File: config.mk
export PLATFORM = sky130hd
export DESIGN_NAME = fetch_unit
export DESIGN_NICKNAME = d
export VERILOG_FILES = /design/src/rtl/fetch_pkg.sv /design/src/rtl/fetch_unit.sv
export SDC_FILE = /design/constraint.sdc
export NUM_CORES = 1
export LEC_CHECK = 0
export ABC_AREA = 1
export BUFFER_PORTS_ARGS = -buffer_cell sky130_fd_sc_hd__clkbuf_2
export CELL_PAD_IN_SITES_DETAIL_PLACEMENT = 0
export CELL_PAD_IN_SITES_GLOBAL_PLACEMENT = 1
export CORE_UTILIZATION = 25
export CTS_CLUSTER_SIZE = 20
export DETAILED_ROUTE_END_ITERATION = 10
export MAX_ROUTING_LAYER = met4
export PLACE_DENSITY = 0.65
export SYNTH_ARGS = -nofsm -noshare
export SYNTH_HDL_FRONTEND = slang
export SYNTH_SLANG_ARGS = --single-unit
File: constraint.sdc
create_clock -name clk -period 4.2 [get_ports clk]
set_input_delay 1.05 -clock clk [delete_from_list [all_inputs] [get_ports clk]]
set_output_delay 1.05 -clock clk [all_outputs]
set_load 0.02 [all_outputs]
File: src/rtl/fetch_pkg.sv
// Shared types and constants for the instruction fetch unit.
package fetch_pkg;

    localparam int INSTR_BYTES = 4;

    typedef enum logic [1:0] {
        ST_IDLE = 2'd0,
        ST_REQ  = 2'd1,
        ST_WAIT = 2'd2,
        ST_HOLD = 2'd3
    } fetch_state_t;

endpackage

File: src/rtl/fetch_unit.sv
// Single-outstanding instruction fetcher: one memory read per instruction,
// one-entry output buffer towards decode, redirect support with response kill.
//
// state   | meaning
// --------+--------------------------------------------------------------
// IDLE    | just out of reset; moves to REQ on the next clock
// REQ     | issue a read at pc (held off while a redirect is applied)
// WAIT    | read outstanding; kill set means the response gets dropped
// HOLD    | instruction buffered and offered to decode until accepted
module fetch_unit
    import fetch_pkg::*;
#(
    parameter int               WIDTH    = 32,
    parameter logic [WIDTH-1:0] RESET_PC = 32'h0000_0000
) (
    input  logic             clk,
    input  logic             rst,
    input  logic             redirect_valid,
    input  logic [WIDTH-1:0] redirect_target,
    output logic             imem_req,
    output logic [WIDTH-1:0] imem_addr,
    input  logic             imem_rvalid,
    input  logic [WIDTH-1:0] imem_rdata,
    output logic             instr_valid,
    input  logic             instr_ready,
    output logic [WIDTH-1:0] instr,
    output logic [WIDTH-1:0] instr_pc
);

    fetch_state_t     state, state_nxt;
    logic [WIDTH-1:0] pc, pc_nxt;
    logic [WIDTH-1:0] instr_nxt, instr_pc_nxt;
    logic [WIDTH-1:0] target_aligned;
    logic             kill, kill_nxt;
    logic             instr_valid_nxt;
    logic             unused_target_lsbs;

    assign target_aligned     = {redirect_target[WIDTH-1:2], 2'b00};
    assign unused_target_lsbs = ^redirect_target[1:0];

    // A redirect in REQ suppresses the request so the read goes out at the new pc.
    assign imem_req  = (state == ST_REQ) && !redirect_valid;
    assign imem_addr = imem_req ? pc : '0;

    always_ff @(posedge clk or posedge rst) begin
        if (rst) begin
            state       <= ST_IDLE;
            pc          <= RESET_PC;
            kill        <= 1'b0;
            instr_valid <= 1'b0;
            instr       <= '0;
            instr_pc    <= '0;
        end else begin
            state       <= state_nxt;
            pc          <= pc_nxt;
            kill        <= kill_nxt;
            instr_valid <= instr_valid_nxt;
            instr       <= instr_nxt;
            instr_pc    <= instr_pc_nxt;
        end
    end

    always_comb begin
        state_nxt       = state;
        pc_nxt          = pc;
        kill_nxt        = kill;
        instr_valid_nxt = instr_valid;
        instr_nxt       = instr;
        instr_pc_nxt    = instr_pc;

        unique case (state)
            ST_IDLE: begin
                if (redirect_valid) pc_nxt = target_aligned;
                state_nxt = ST_REQ;
            end
            ST_REQ: begin
                if (redirect_valid) pc_nxt = target_aligned;
                else                state_nxt = ST_WAIT;
            end
            ST_WAIT: begin
                if (redirect_valid) pc_nxt = target_aligned;
                if (imem_rvalid) begin
                    kill_nxt = 1'b0;
                    if (kill || redirect_valid) begin
                        state_nxt = ST_REQ;
                    end else begin
                        instr_nxt       = imem_rdata;
                        instr_pc_nxt    = pc;
                        instr_valid_nxt = 1'b1;
                        state_nxt       = ST_HOLD;
                    end
                end else if (redirect_valid) begin
                    kill_nxt = 1'b1;
                end
            end
            ST_HOLD: begin
                // Redirect wins over a same-cycle handshake: the buffered
                // instruction is on the wrong path, so no pc+4.
                if (redirect_valid) begin
                    pc_nxt          = target_aligned;
                    instr_valid_nxt = 1'b0;
                    state_nxt       = ST_REQ;
                end else if (instr_valid && instr_ready) begin
                    pc_nxt          = pc + WIDTH'(INSTR_BYTES);
                    instr_valid_nxt = 1'b0;
                    state_nxt       = ST_REQ;
                end
            end
            default: state_nxt = ST_IDLE;
        endcase
    end

endmodule

==> reports/results.ini, run 1 <==
[worst_setup_path]
reg2reg_from = state[1]
end_kind = output pin
cp_slowest_stage_delay_ps = 230
cp-startpoint = redirect_valid
crit_chain = clkbuf_2 -> nor2_1 -> inv_1 -> buf_4 -> nor2_1 -> clkbuf_2
crit_fanout = 30
slowest_stage = buf_4
cp_top_family = buffers and inverters
start_kind = input pin
crit_type = input pin to output pin
path_buf_inv = 4
cp_data_required_time_ps = 3150
crit_arrival_ps = 1950

[detailed_routing]
routedWlPerCell_um = 14.1
dr.pass1.iters = 4
maxUsedRoutingLayer = met4
route.antenna.remaining_nets = 0
wirelength_um = 15000
num_vias = 4569
drc = 0
wl_met2_um = 7080
wl_met3_um = 862
drt-met1-wl_um = 6880
drtIter0Drc = 152
vias_per_cell = 4.30

[clocking]
cts_tree = done
cts_resized = 0
cts_htree_levels = 3
cts_hold_buf = 0
cts.path.max_buffers = 2
worstSkewPairLatency_ps = 350
cts.sinks = 96
cts.root.buffer_cell = clkbuf_16
numCtsBuffers = 9
clkSlewWorstSetupHoldPaths_ps = 70
post_cts_buffers = 0

[synthesis]
ys_seq_area_frac = 0.459
syn_area_per_cell_um2 = 8.26
yosys.area.top_type = dfrtp_1
netlist_instances = 634
ys_ff_latch = 96
yosysWarnings = 0
yosys.area.top_type_share = 0.459
synth_area_leaders = dfrtp_1 46%, nand2_1 12%, nor2_1 7.5%
ys_types = 32
synthesis.area_mm2 = 0.00524

[sta]
finalCritPeriodShare = 0.713
finalHoldViolations = 0
relSlewSlack = 0.511
max_slew.worst_pin.slew_ps = 733
setup_viol = 0
slew_violations = 0
fmax_ghz = 0.334
final.setup.tns_ps = 0
fin_skew_ps = 7.43
min_period_ps = 3000
rsz0062_at_grt = no

[floorplan]
die_area_mm2 = 0.0215
die_w_um = 147
die-height_um = 147
coreArea_mm2 = 0.0204
start_util = 0.257
row_count = 52
ios = 167

[finish]
fin_nets = 860
synthToLayoutAreaGrowth_pct = 24.7
drive_above_1_share = 0.306
fin_util = 0.321

[global_route]
grt.overflow.total = 0
grt.total_usage = 0.148
grt_pass1_vias = 4421
grt_antenna_before_repair = 0
grt_pass1_wl_um = 24000
grt_max_degree = 93

[power]
power_w = 0.00453
p_leak_nw = 3.22
irDropWorstVdd_mv = 0.240
pwr_density_cell_mw_per_mm2 = 693

[place]
portBuffers = 160
gp_congestion = 0.792
hpwlAfterDp_um = 11300

[job]
timing.max_cap.violations = 0

[outcome]
status = completed

[min_path]
hold_path.startpoint = instr_pc[21]
min_path_type = flop to flop

## metal layers
| metal | up-vias | track usage |
|---|---|---|
| met5 | - | - |
| met4 | 0 | 0.0344 |
| met3 | 11 | 0.0385 |
| met2 | 114 | 0.235 |
| met1 | 2132 | 0.188 |
| li1 | 2312 | - |
## worst register-to-register path: stages (launching register included)
cell and delay, ps:
dfrtp_1 410, ha_1 230, nand2_2 210, inv_2 600
buf_4 300, nor2_1 50, nor2_1 150, nand2_1 70
nand2_1 50
## registers in the layout, indices dropped and copies added (netlist names)
signal       count
instr_pc        30
pc              30
instr_valid      1
state            2
instr           32
kill             1
## cells in the final DEF (no fill, tap or decap), types with 2 or more instances in the layout
master	synthesis	final
o21a_1	30	30
o21ai_1	5	5
clkbuf_16	0	9
a21oi_1	9	9
nor2_1	104	103
a22oi_1	4	4
clkinvlp_4	0	2
o21ai_0	23	23
nand2_2	5	5
ha_1	5	5
and2_1	2	2
nand4_1	3	3
nand3_1	35	35
inv_2	3	3
nand2_1	170	170
nor3_1	2	2
o22ai_1	4	4
inv_1	52	51
clkbuf_2	0	160
clkbuf_1	4	2
mux2_2	12	12
dfrtp_1	96	96
mux2_4	20	20
nand2_4	2	2
or2_2	2	2
conb_1	1	4
nor2_2	6	6
buf_4	10	6
nor2_4	7	8
## cells by family (layout without fill, tap and decap cells)
logic type,Yosys count,after routing,share of synthesized area
buffers and inverters,84,238,0.0795
adder cells (fa/ha/maj),5,5,0.0119
multiplexers,32,32,0.0831
flip-flops,96,96,0.459
other,1,5,0.000716
AO/OA/AOI/OAI,77,77,0.0917
AND/OR/NAND/NOR,339,339,0.274
## through the flow
| stage | std cells | area, um2 | hold slack [ps] | setup slack (ps) |
|---|---|---|---|---|
| floorplan | 637 | 5250 | 471 | 645 |
| global placement | 1045 | 6250 | 473 | 1190 |
| detailed placement | 1045 | 6250 | 480 | 1190 |
| CTS | 1061 | 6530 | 495 | 1190 |
| global route | 1061 | 6530 | 500 | 1090 |
| finish | 1062 | 6530 | 488 | 1200 |
## worst paths after layout
check / to / slack, ps / depth (start not counted)
max in group asynchronous: instr_pc[15] / 2570 / 3
worst min-delay path: instr_pc[21] / 490 / 1
worst max-delay path: imem_addr[28] / 1200 / 6
min in group asynchronous: instr[16] / 810 / 2
worst max register to register: pc[19] / 2060 / 8
worst min register to register: instr_pc[21] / 490 / 1
## cell type report
class / instances / area (um2)
flip-flops and latches: 96 / 2400
clock inverters: 4 / 28.8
diodes: 1 / 2.50
inverters: 55 / 209
multi-input cells: 457 / 2440
clock buffers: 12 / 246
well taps: 270 / 338
fillers: 2235 / 13800
repair buffers: 167 / 866
## synth_stat cells
cell type  number
a21oi_1         9
a21oi_2         1
a22oi_1         4
a31oi_1         1
and2_1          2
buf_2           9
buf_4          10
buf_6           4
buf_8           2
clkbuf_1        4
conb_1          1
dfrtp_1        96
ha_1            5
inv_1          52
inv_2           3
mux2_2         12
mux2_4         20
nand2_1       170
nand2_2         5
nand2_4         2
nand3_1        35
nand3_2         1
nand4_1         3
nor2_1        104
nor2_2          6
nor2_4          7
nor3_1          2
o21a_1         30
o21ai_0        23
o21ai_1         5
o22ai_1         4
or2_2           2
## power breakdown
group | total [W] | switching (W) | internal, W
clock network | 0.000799 | 0.000379 | 0.000420
logic | 0.00207 | 0.00133 | 0.000743
registers | 0.00165 | 0.000316 | 0.00134
total | 0.00453 | 0.00203 | 0.00250
No activity file was read; power rests on OpenSTA's default activity.
==> inputs of run 2 (changes only) <==
- clock period: 4.2 -> 2.86 ns (I/O delays scaled with it)
==> run 2 against run 1 <==
  * Cell area is 1.5% higher
  * Hold slack worse by 0.86 ps
  * Clock-buffer cell count grew 1
  * Die area unchanged
  * Critical endpoint is now imem_addr[7]
  * Setup slack lost 880 ps
  * Power is 49% higher
  * Flip-flop and latch count is the same
  * Clock skew is 5.1 ps higher
  * Critical path type is now flop to output pin
  * Global-route usage increased by 0.064 points
  * Non-clock buffer count is 4 higher
==> reports/results.ini, run 2 (same netlist as run 1, synthesis figures left out) <==
[finish]
drive_above_1_share = 0.311  ; +0.00475
final_cell_mix = 170 x nand2_1, 160 x clkbuf_2, 103 x nor2_1
fin_util = 0.326  ; +0.00479
top_register = instr
final_common_cell = nand2_1
fin_nets = 864  ; +0.47%
reg_top3 = instr: 32 flops, instr_pc: 30 flops, pc: 30 flops
diodes = 0  ; -1
largest_reg_flops = 32  ; unchanged
synthToLayoutAreaGrowth_pct = 26.5
fin_cells = 1065  ; +0.28%

[power]
pwr_density_cell_mw_per_mm2 = 1020  ; +47%
irDropWorstVdd_mv = 0.451  ; +88%
p_leak_nw = 3.26  ; +1.3%

[clocking]
cts_htree_levels = 3  ; unchanged
cts_resized = 0  ; unchanged
numCtsBuffers = 9  ; unchanged
cts.root.buffer_cell = clkbuf_16
cts.sinks = 96  ; unchanged
clkSlewWorstSetupHoldPaths_ps = 70  ; about the same
cts_tree = done
cts_hold_buf = 0  ; unchanged
post_cts_buffers = 0  ; unchanged
worstSkewPairLatency_ps = 340  ; about the same
cts.path.max_buffers = 2  ; unchanged

[sta]
slew_violations = 0  ; unchanged
setup_viol = 0  ; unchanged
final.setup.tns_ps = 0  ; unchanged
finalCritPeriodShare = 0.887
max_slew.worst_pin.slew_ps = 553  ; -179 ps
min_period_ps = 2540
fmax_ghz = 0.394
fin_skew_ps = 12.5  ; +5.08 ps
rsz0062_at_grt = no
timing.final.ws_setup_ps = 323  ; -881 ps
finalHoldViolations = 0  ; unchanged
relSlewSlack = 0.631  ; +0.120

[worst_setup_path]
rrSetupSlack_ps = 890  ; -1170 ps
cp-startpoint = state[1]
cp_data_required_time_ps = 2140  ; -1010 ps
crit_arrival_ps = 1820  ; -130 ps
crit_fanout = 30  ; unchanged
end_kind = output pin
start_kind = flop
crit_type = flop to output pin
r2r_end = instr_pc[25]
reg2reg_depth = 8  ; unchanged
reg2reg_from = state[0]
worstSetupEndpoint = imem_addr[7]

[global_route]
grt_antenna_before_repair = 0  ; unchanged
grt.total_usage = 0.149  ; +0.000642
grt_pass1_wl_um = 24200  ; +1.0%
grt.overflow.total = 0  ; unchanged
grt_max_degree = 97  ; +4.3%
grt_pass1_vias = 4517  ; +2.2%

[detailed_routing]
vias_per_cell = 4.30  ; about the same
wirelength_um = 14900  ; about the same
route.antenna.remaining_nets = 0  ; unchanged
drtIter0Drc = 182  ; +20%
dr.pass1.iters = 4  ; unchanged
routedWlPerCell_um = 14.0  ; -0.35%
drc = 0  ; unchanged
num_vias = 4584  ; +0.33%

[floorplan]
row_count = 52  ; unchanged
coreArea_mm2 = 0.0204  ; unchanged
die-height_um = 147  ; unchanged
die_w_um = 147  ; unchanged
die_area_mm2 = 0.0215  ; unchanged
ios = 167  ; unchanged
start_util = 0.257  ; unchanged

[place]
portBuffers = 160  ; unchanged
gp_congestion = 0.803  ; +1.3%
dp_cells = 1049  ; +0.38%
dpl_worst_slack_ps = 523  ; -668 ps
hpwlAfterDp_um = 11300  ; +0.55%

[outcome]
status = completed

[min_path]
min_path_type = flop to flop

[job]
timing.max_cap.violations = 0  ; unchanged

-- run 2: cell count changes in the layout (fill, tap and decap cells not counted), sizes merged --
cell,delta
clkinvlp,+1
buf,+4
clkinv,-1
clkbuf,+1
inv,-1
diode,-1
-- run 2: cell type report --
type                    count  area (um2)
repair buffers            171         946
flip-flops and latches     96        2400
well taps                 270         338
multi-input cells         457        2440
clock buffers              13         270
fillers                  2270       13700
clock inverters             3        23.8
inverters                  55         210
-- run 2: layer usage --
metal	share of wire	up-vias	track usage
met5	0	-	-
met4	0.0076	0	0.0359
met3	0.052	7	0.0311
met2	0.48	109	0.241
met1	0.46	2150	0.189
li1	-	2318	-
-- run 2: worst min path at each step --
stage                             from           end  slack, ps  cells after the start
after global routing       instr_pc[6]   instr_pc[6]        510                      1
final                      instr_pc[5]   instr_pc[5]        490                      1
after detailed placement   instr_pc[5]   instr_pc[5]        480                      1
after global placement    instr_pc[15]  instr_pc[15]        470                      1
after floorplan                 pc[31]        pc[31]        470                      2
after CTS                  instr_pc[5]   instr_pc[5]        490                      1
-- run 2: power breakdown --
group | total (W) | switching (W) | leakage [nW] | internal (W)
combinational | 0.00309 | 0.00197 | 1.95 | 0.00112
sequential | 0.00243 | 0.000465 | 1.18 | 0.00197
clock | 0.00121 | 0.000547 | 0.138 | 0.000666
total | 0.00673 | 0.00298 | 3.26 | 0.00376
-- run 2: through the flow --
stage	instance area (um2)	total power, W	hold slack [ps]
2_1_floorplan	5250	0.00451	471
3_3_place_gp	6330	0.00556	474
3_5_place_dp	6330	0.00559	479
4_1_cts	6630	0.00685	495
5_1_grt	6630	0.00726	510
6_report	6630	0.00673	488
-- run 2: worst max-delay path, cell delays in order (launching register included) --
cell	delay, ps
dfrtp_1	420
inv_1	90
ha_1	160
inv_1	70
nor2_1	120
inv_1	50
buf_4	220
nor2_1	160
clkbuf_2	190
